<file path="src/rtl/mem_pkg.sv">
// Shared encodings for the memory responder: access sizes, FSM states and lane masks.
package mem_pkg;

  typedef enum logic [1:0] {
    SZ_WORD = 2'b00,
    SZ_HALF = 2'b01,
    SZ_BYTE = 2'b10,
    SZ_ILL  = 2'b11
  } size_e;

  typedef enum logic [2:0] {
    StClear,
    StIdle,
    StWait,
    StMerge,
    StResp
  } state_e;

  localparam logic [31:0] WORD_MASK = 32'hFFFF_FFFF;
  localparam logic [31:0] HALF_MASK = 32'h0000_FFFF;
  localparam logic [31:0] BYTE_MASK = 32'h0000_00FF;

endpackage

</file>
<file path="src/rtl/mem_lane_merge.sv">
// Little-endian lane handling: merges sub-word write data into an old word and
// extracts a zero-extended, right-justified read value from it.
module mem_lane_merge
  import mem_pkg::*;
(
  input  logic  [31:0] old_i,
  input  logic  [31:0] wdata_i,
  input  size_e        size_i,
  input  logic  [1:0]  lane_i,
  output logic  [31:0] merged_o,
  output logic  [31:0] rdata_o
);

  logic [31:0] mask;
  logic [4:0]  shamt;

  always_comb begin
    mask  = WORD_MASK;
    shamt = 5'd0;
    unique case (size_i)
      SZ_WORD: begin
        mask  = WORD_MASK;
        shamt = 5'd0;
      end
      SZ_HALF: begin
        mask  = HALF_MASK;
        shamt = {lane_i[1], 4'b0000};
      end
      SZ_BYTE: begin
        mask  = BYTE_MASK;
        shamt = {lane_i, 3'b000};
      end
      // Illegal size leaves the word untouched and reads as zero.
      default: mask = '0;
    endcase
    merged_o = (old_i & ~(mask << shamt)) | ((wdata_i & mask) << shamt);
    rdata_o  = (old_i >> shamt) & mask;
  end

endmodule

</file>
<file path="src/rtl/mem_responder.sv">
// Req/ack memory responder with configurable latency and read-merge-write sub-word stores.
// Define MEM_RESPONDER_CLEAR_EN to zero the whole array after every reset.
module mem_responder
  import mem_pkg::*;
#(
  parameter int unsigned DEPTH   = 64,
  parameter int unsigned LATENCY = 1
) (
  input  logic        clk_i,
  input  logic        reset_i,
  input  logic        req_i,
  input  logic        we_i,
  input  logic [1:0]  size_i,
  input  logic [31:0] addr_i,
  input  logic [31:0] wdata_i,
  output logic [31:0] rdata_o,
  output logic        ack_o,
  output logic        err_o,
  output logic        busy_o
);

  localparam int unsigned IdxW = (DEPTH > 1) ? $clog2(DEPTH) : 1;

`ifdef MEM_RESPONDER_CLEAR_EN
  localparam state_e ResetState = StClear;
`else
  localparam state_e ResetState = StIdle;
`endif

  state_e            state_q, state_d;
  logic [3:0]        cnt_q, cnt_d;
  logic              we_q, we_d;
  size_e             size_q, size_d;
  logic [1:0]        lane_q, lane_d;
  logic [IdxW-1:0]   idx_q, idx_d;
  logic [31:0]       wdata_q, wdata_d;
  logic [31:0]       word_q, word_d;
  logic [31:0]       rdata_q, rdata_d;
  logic              err_q, err_d;

  logic [31:0]       mem_q [DEPTH];
  logic [31:0]       mem_rd;
  logic              mem_we;
  logic [IdxW-1:0]   mem_waddr;
  logic [31:0]       mem_wdata;

  logic              acc_err;
  logic [31:0]       merge_old;
  logic [31:0]       merged;
  logic [31:0]       lane_rdata;

`ifdef MEM_RESPONDER_CLEAR_EN
  logic [IdxW-1:0]   clr_q, clr_d;
`endif

  assign mem_rd    = mem_q[idx_q];
  assign merge_old = (state_q == StMerge) ? word_q : mem_rd;

  mem_lane_merge u_lane_merge (
    .old_i    (merge_old),
    .wdata_i  (wdata_q),
    .size_i   (size_q),
    .lane_i   (lane_q),
    .merged_o (merged),
    .rdata_o  (lane_rdata)
  );

  assign acc_err = (size_i == SZ_ILL)
                 | ((size_i == SZ_HALF) && addr_i[0])
                 | ((size_i == SZ_WORD) && (addr_i[1:0] != 2'b00))
                 | ({2'b00, addr_i[31:2]} >= DEPTH);

  always_comb begin
    state_d   = state_q;
    cnt_d     = cnt_q;
    we_d      = we_q;
    size_d    = size_q;
    lane_d    = lane_q;
    idx_d     = idx_q;
    wdata_d   = wdata_q;
    word_d    = word_q;
    rdata_d   = rdata_q;
    err_d     = err_q;
    mem_we    = 1'b0;
    mem_waddr = idx_q;
    mem_wdata = merged;
`ifdef MEM_RESPONDER_CLEAR_EN
    clr_d     = clr_q;
`endif
    unique case (state_q)
      StClear: begin
`ifdef MEM_RESPONDER_CLEAR_EN
        mem_we    = 1'b1;
        mem_waddr = clr_q;
        mem_wdata = '0;
        if (clr_q == IdxW'(DEPTH - 1)) begin
          state_d = StIdle;
        end else begin
          clr_d = clr_q + 1'b1;
        end
`else
        state_d = StIdle;
`endif
      end
      StIdle: begin
        if (req_i) begin
          we_d    = we_i;
          size_d  = size_e'(size_i);
          lane_d  = addr_i[1:0];
          idx_d   = addr_i[IdxW+1:2];
          wdata_d = wdata_i;
          cnt_d   = 4'(LATENCY - 1);
          if (acc_err) begin
            err_d   = 1'b1;
            rdata_d = '0;
            state_d = StResp;
          end else begin
            err_d   = 1'b0;
            state_d = StWait;
          end
        end
      end
      StWait: begin
        if (cnt_q == 4'd0) begin
          if (!we_q) begin
            rdata_d = lane_rdata;
            state_d = StResp;
          end else if (size_q == SZ_WORD) begin
            mem_we    = 1'b1;
            mem_wdata = wdata_q;
            state_d   = StResp;
          end else begin
            word_d  = mem_rd;
            state_d = StMerge;
          end
        end else begin
          cnt_d = cnt_q - 4'd1;
        end
      end
      StMerge: begin
        mem_we  = 1'b1;
        state_d = StResp;
      end
      StResp: begin
        state_d = StIdle;
      end
      default: state_d = StIdle;
    endcase
  end

  always_ff @(posedge clk_i) begin
    if (reset_i) begin
      state_q <= ResetState;
      cnt_q   <= '0;
      we_q    <= 1'b0;
      size_q  <= SZ_WORD;
      lane_q  <= '0;
      idx_q   <= '0;
      wdata_q <= '0;
      word_q  <= '0;
      rdata_q <= '0;
      err_q   <= 1'b0;
    end else begin
      state_q <= state_d;
      cnt_q   <= cnt_d;
      we_q    <= we_d;
      size_q  <= size_d;
      lane_q  <= lane_d;
      idx_q   <= idx_d;
      wdata_q <= wdata_d;
      word_q  <= word_d;
      rdata_q <= rdata_d;
      err_q   <= err_d;
    end
  end

`ifdef MEM_RESPONDER_CLEAR_EN
  always_ff @(posedge clk_i) begin
    if (reset_i) begin
      clr_q <= '0;
    end else begin
      clr_q <= clr_d;
    end
  end
`endif

  // Reset drops any write that has not yet been committed.
  always_ff @(posedge clk_i) begin
    if (mem_we && !reset_i) begin
      mem_q[mem_waddr] <= mem_wdata;
    end
  end

  assign ack_o   = (state_q == StResp);
  assign err_o   = ack_o & err_q;
  assign rdata_o = rdata_q;
  assign busy_o  = (state_q != StIdle);

endmodule

</file>
<file path="config.mk">
export PLATFORM = sky130hd
export DESIGN_NAME = mem_responder
export DESIGN_NICKNAME = d
export VERILOG_FILES = /design/src/rtl/mem_pkg.sv /design/src/rtl/mem_lane_merge.sv /design/src/rtl/mem_responder.sv
export SDC_FILE = /design/constraint.sdc
export NUM_CORES = 2
export LEC_CHECK = 0
export ABC_AREA = 1
export BUFFER_PORTS_ARGS = -buffer_cell sky130_fd_sc_hd__buf_2
export CAP_MARGIN = 15
export CELL_PAD_IN_SITES_DETAIL_PLACEMENT = 1
export CELL_PAD_IN_SITES_GLOBAL_PLACEMENT = 2
export CORE_UTILIZATION = 39
export DETAILED_ROUTE_END_ITERATION = 10
export PLACE_DENSITY = 0.85
export SETUP_SLACK_MARGIN = 0.05
export SLEW_MARGIN = 20
export SYNTH_ARGS = -nofsm -noshare
export SYNTH_HDL_FRONTEND = slang
export SYNTH_SLANG_ARGS = --single-unit
export TNS_END_PERCENT = 5
</file>
<file path="constraint.sdc">
create_clock -name clk_i -period 5.4 [get_ports clk_i]
set_input_delay 0.81 -clock clk_i [delete_from_list [all_inputs] [get_ports clk_i]]
set_output_delay 0.81 -clock clk_i [all_outputs]
set_load 0.1 [all_outputs]
</file>
# [Yosys cells after proc, flatten, opt, wreduce, memory -nomap -nowiden]
# Memories as Yosys holds them, arrays and structs flattened. A register that Yosys moved wholly into a read port is not among the register bits.
# Index checks and enable logic that the tools add are counted.
[totals] in_bits=70 regBits=115 rom_bits=0 latch_bits=0 out_inout_bits=35 ram_bits=2048 mem_count=1
[op_classes] bitwise_logic=10 n_addsub=1 magnitude_cmp=1 div_mod_pow=0 eq_ne=14 reduce_logical=14 muxes=30 n_shift=3 n_mul=0
[mem_list] memory="mem_q" depth=64 word_bits=32 rd=1 rd_ports_with_merged_regs=1 wr=1 line_no="mem_responder.sv:41" text="logic [31:0] mem_q [DEPTH];"
[op_table] op="$mux W32" count=9
[op_table] op="$and A32 B32 Y32" count=3
[op_table] op="$pmux W32 S3" count=1
[op_table] op="$pmux W32 S2" count=1
[op_table] op="$shl A32 B5 Y32" count=2
[op_table] op="$not A32 Y32" count=1
[op_table] op="$or A32 B32 Y32" count=1
[op_table] op="$shr A32 B5 Y32" count=1
[op_table] op="$ge A30 B7 Y1 const B" count=1
[op_table] op="$mux W3" count=5
[op_table] op="$mux W6" count=2
[op_table] op="$ne A2 B2 Y1 const B" count=5
[op_table] op="$pmux W5 S2" count=1
[op_table] op="$pmux W3 S3" count=1
[op_table] op="$mux W4" count=2
[op_table] op="$pmux W4 S2" count=1
[op_table] op="$eq A3 B2 Y1 const B" count=2
[op_table] op="$mux W1" count=6
[op_table] op="$reduce_and A5 Y1" count=1
[op_table] op="$eq A2 B1 Y1 const B" count=2
[op_table] op="$eq A2 B2 Y1 const B" count=2
[op_table] op="$logic_not A2 Y1" count=2
[op_table] op="$logic_not A4 Y1" count=1
[op_table] op="$reduce_and A2 Y1" count=2
[op_table] op="13 further kinds" count=18

# [Longest topological paths before layout]
[logic_depth] depth_word=10 depth_mapped=18

# [By module]
# A second synthesis with hierarchy kept.
[unflattened] hier_cells=7794 hier_area_um2=88696.3
[modules_own_cells] module="mem_responder" area_each_um2=86917.1 instances=1 cells_per_inst=7398
[modules_own_cells] module="mem_lane_merge" area_each_um2=1779.2 instances=1 cells_per_inst=396

# [Worst setup path before layout]
# OpenSTA, ideal clock, no wires.
[synth_timing] kind="register to register" startpoint="reg state_q[1]" endpoint="mem mem_q[41][0], enable pin" synth_period_minus_slack_ps=5152 slack_ps=248 required_ps=4898 t_arrival_ps=4650 n_path_buf=0 path_stages_with_launch=11 setup_ps=502 cell_sequence="dfxtp_1 -> inv_2 -> nor3_4 -> inv_2 -> nor2_2 -> inv_2 -> nor3_4 -> inv_2 -> a21oi_1 -> nand4_1 -> nor4_1"
[synth_via] elab_chain_len=5 elab_cells_between_ends=6 classes_between="2 x eq/ne; 3 x mux; 1 x reduce/logical"
[synth_rtl] item="from (decl)" line_no="mem_responder.sv:30" text="state_e state_q, state_d;"
[synth_rtl] item="from (signal assigned)" line_no="mem_responder.sv:153" text="state_q <= ResetState;"
[synth_rtl] item="from (signal assigned)" line_no="mem_responder.sv:164" text="state_q <= state_d;"
[synth_rtl] item="$eq A3 B2 Y1" line_no="mem_responder.sv:90" text="unique case (state_q)"
[synth_rtl] item="$pmux W1 S2 *" line_no="mem_responder.sv:90"
[synth_rtl] item="$logic_and A1 B1 Y1 *" line_no="mem_responder.sv:189" text="if (mem_we && !reset_i) begin"
[synth_rtl] item="$mux W1 *" line_no="mem_responder.sv:189"
[synth_rtl] item="$mux W1 (implied by the code) *" line_no="mem_responder.sv:190" text="mem_q[mem_waddr] <= mem_wdata;"
[synth_rtl] item="to (decl)" line_no="mem_responder.sv:41"
# Every way passes the cells marked *; elsewhere a longest branch is shown, timed or not.

==> qor.txt <==
Resize count post-CTS - 0
Final WL - 306000 um
Avg Vias per Cell - 5.90
Most frequent cell after synthesis - nand2_1
Clock Latency Late Sink - 0.90 ns
Final setup viols - 0
Yosys top cell by area - edfxtp_1
Synth top area share - 69.7%
Core area - 225000 um^2
PnR worst setup slack - 0.979 ns
Final clock skew - 0.0517 ns
Clock Tree Buf Depth - 3
Syn Inst Count - 7653
Overflow after GRT - 0
Max incr delay on CP - 0.66 ns
Leak - 35.0 nW
Slowest-stage cell, CP - buf_4
Post CTS Setup Buffer Count - 0
Critical Path Sink Type - register
Synthesized area per cell - 11.5 um^2
Reg-to-reg setup timing slack - 0.98 ns
Fill count - 23.6k
Worst EP arrival - 4.99 ns
# nets final - 7752
Post-synth top cells - nand2_1, nand3_1, edfxtp_1
Critical path, cell by cell - inv_8, buf_12, buf_4, nand2_1, nand3_1, nand3_1, nand3_1, nand3_1, nand3_1, nand3_1, nand2_1, nand2_1, a21oi_4, buf_4
R2r endpoint - mem_q[24][13]$_DFFE_PP_
Startpoint types - register
CTS tree - built
Mux cell area share after synthesis - 0%
TritonCTS Buffers - 217
Most used cell along the critical path - nand3_1
Yosys cell types - 37
Post-Syn Area - 88200 um^2
Final hold violations - 0
Max-Cap Viols - 0
Die Wd - 478 um
Post-Layout Cell Count - 10.9k
Drt pass-1 iters - 5
Full die area - 228000 um^2
Largest net degree at the start of global routing - 174
PD cells - 410 nW/um^2
Crit path max fanout - 99
DP HPWL - 165000 um
WHS Path Cells - 3
Worst Hold Class - in -> reg
Synth Area in Adders - 0.0993%
Async set or reset register ratio after synthesis - 0%
Worst min-delay path startpoint - wdata_i[16]
Sequential area share after synthesis - 72.4%
Antenna violations before repair - 8
Synth Area in Compound Gates - 1.73%
Largest family of logic cells by synthesized area - simple AND/OR/NAND/NOR gates
Routability Congestion - 0.867
Gr usage total - 26.5%
Status - finished clean
CTS HTree Levels - 4
DR WL/cell - 28.1 um
Vias in the first global route - 66.0k
Routed vias - 64.1k
Number of synthesized flops with an enable pin - 2048
I/O pin cnt - 105
Seq cells post-synth - 2169
WHS Endpoint - wdata_q[16]$_SDFFE_PP0P_
Area Overhead vs Synth - 13.7%
Final Cycle Share - 81.9%
Detail Route Antenna Nets - 0
# hold bufs at CTS - 0
Sink Count - 2169
Yosys warnings - 0
Syn_nets - 7730
Initial core utilization - 39.2%
Unrepaired setup endpoints after global routing - no
Die Ht - 478 um
Min cycle time layout - 4.42 ns
DRT iter0 DRCs - 6848
Slew @ Worst Pin - 1.01 ns
Global-route wire length before repair - 445000 um
Clock transition at path regs - 0.07 ns
Peak VDD IR - 0.268 mV
Slew Limit Fails - 0
CP required - 5.97 ns
Placed Instances - 10.4k
Synth top area cells - edfxtp_1, nand3_1, nand2_1
Fmax - 226 MHz
Xor/xnor share of the synthesized area - 0%
Worst Setup Path Type - reg -> reg
CTS Root Cell - clkbuf_16
Fraction of layout cells with a size suffix above 1 - 9.51%
DR DRC count - 0
Primary FF master, synth - edfxtp_1
FP Rows - 174
Port buffer count - 104
Simple-Gate Fraction of Synth Area - 22.9%
Rel. slew slack - 32.4%
R2R depth - 14
Total negative slack - 0 ns
Pre-CTS WS - 1.15 ns
## flip-flops by register name, summed over array words and instances, names as in the netlist, named ones only
name     count
mem_q     2048
cnt_q        4
rdata_o     32
lane_q       2
idx_q        6
size_q       2
we_q         1
word_q      32
wdata_q     32
state_q      3
err_q        1
## worst max-delay path: cells and delay by family (launching register included)
kind	cells	cell delay, ns
simple gates	9	1.29
flops	1	0.45
buf+inv	4	1.89
compound gates	1	0.20
## routing by layer
metal / global-route usage (%) / vias to the layer above / share of wire, %
li1: - / 27400 / -
met1: 34.7 / 33300 / 40
met2: 43.5 / 2798 / 48
met3: 4.08 / 651 / 7.7
met4: 11.7 / 0 / 4.6
met5: 0 / - / 0
## cell families after synthesis
group	after synthesis
simple gates	4620
flops	2169
buf+inv	578
compound gates	279
fa+ha+maj	7
## cells in the final DEF (no fill, tap or decap), drive strengths merged, types with 5 or more instances in the layout
cell and n:
a31oi 16, a22oi 16, nand4 11, a311oi 5, o21ai 87, inv 69
a21oi 134, edfxtp 2048, nand3 2138, diode 7, ha 7, nor3 20
dfxtp 121, buf 316, clkinv 104, nand2 2273, nor2 152, or2 22
a211oi 13, clkbuf 296
## metrics by stage
step / hold slack, ns / total power (W) / util [%] / cell area (um^2)
floorplan: 0.445 / 0.0238 / - / 88200
global placement: 0.452 / 0.0266 / 41.6 / 93500
detailed placement: 0.454 / 0.0269 / 41.6 / 93500
CTS: 0.147 / 0.0412 / 44.6 / 100000
global route: 0.195 / 0.0422 / 44.6 / 100000
finish: 0.201 / 0.0412 / 44.6 / 100000
## worst max-delay path by stage
stage / startpoint / to / slack (ns) / cells past startpoint
4_1_cts: register / mem_q[20][13]$_DFFE_PP_ / 1.11 / 14
3_5_place_dp: register / mem_q[44][13]$_DFFE_PP_ / 1.15 / 14
6_report: register / mem_q[24][13]$_DFFE_PP_ / 0.98 / 14
2_1_floorplan: state_q[1]$_SDFFE_PP0P_ / mem_q[41][0]$_DFFE_PP_ / 0.25 / 10
5_1_grt: register / mem_q[58][25]$_DFFE_PP_ / 0.85 / 13
3_3_place_gp: register / mem_q[44][13]$_DFFE_PP_ / 1.27 / 15
## where the power goes
group	total [W]	internal (W)	switching (W)
clock	0.0145	0.00789	0.00662
combinational	0.00681	0.00146	0.00535
sequential	0.0198	0.0197	0.000109
## final cells by class
type                    count  area [um^2]  share of cell area [%]
clock buffers             296         5930                    5.92
inverters                  65          274                   0.273
diodes                      7         17.5                  0.0175
repair buffers            316         2960                    2.95
well taps                2992         3740                    3.73
multi-input cells        4906        22600                    22.5
clock inverters           114          817                   0.815
flip-flops and latches   2169        63900                    63.8
Note: power is estimated with default switching activity, not from simulation.
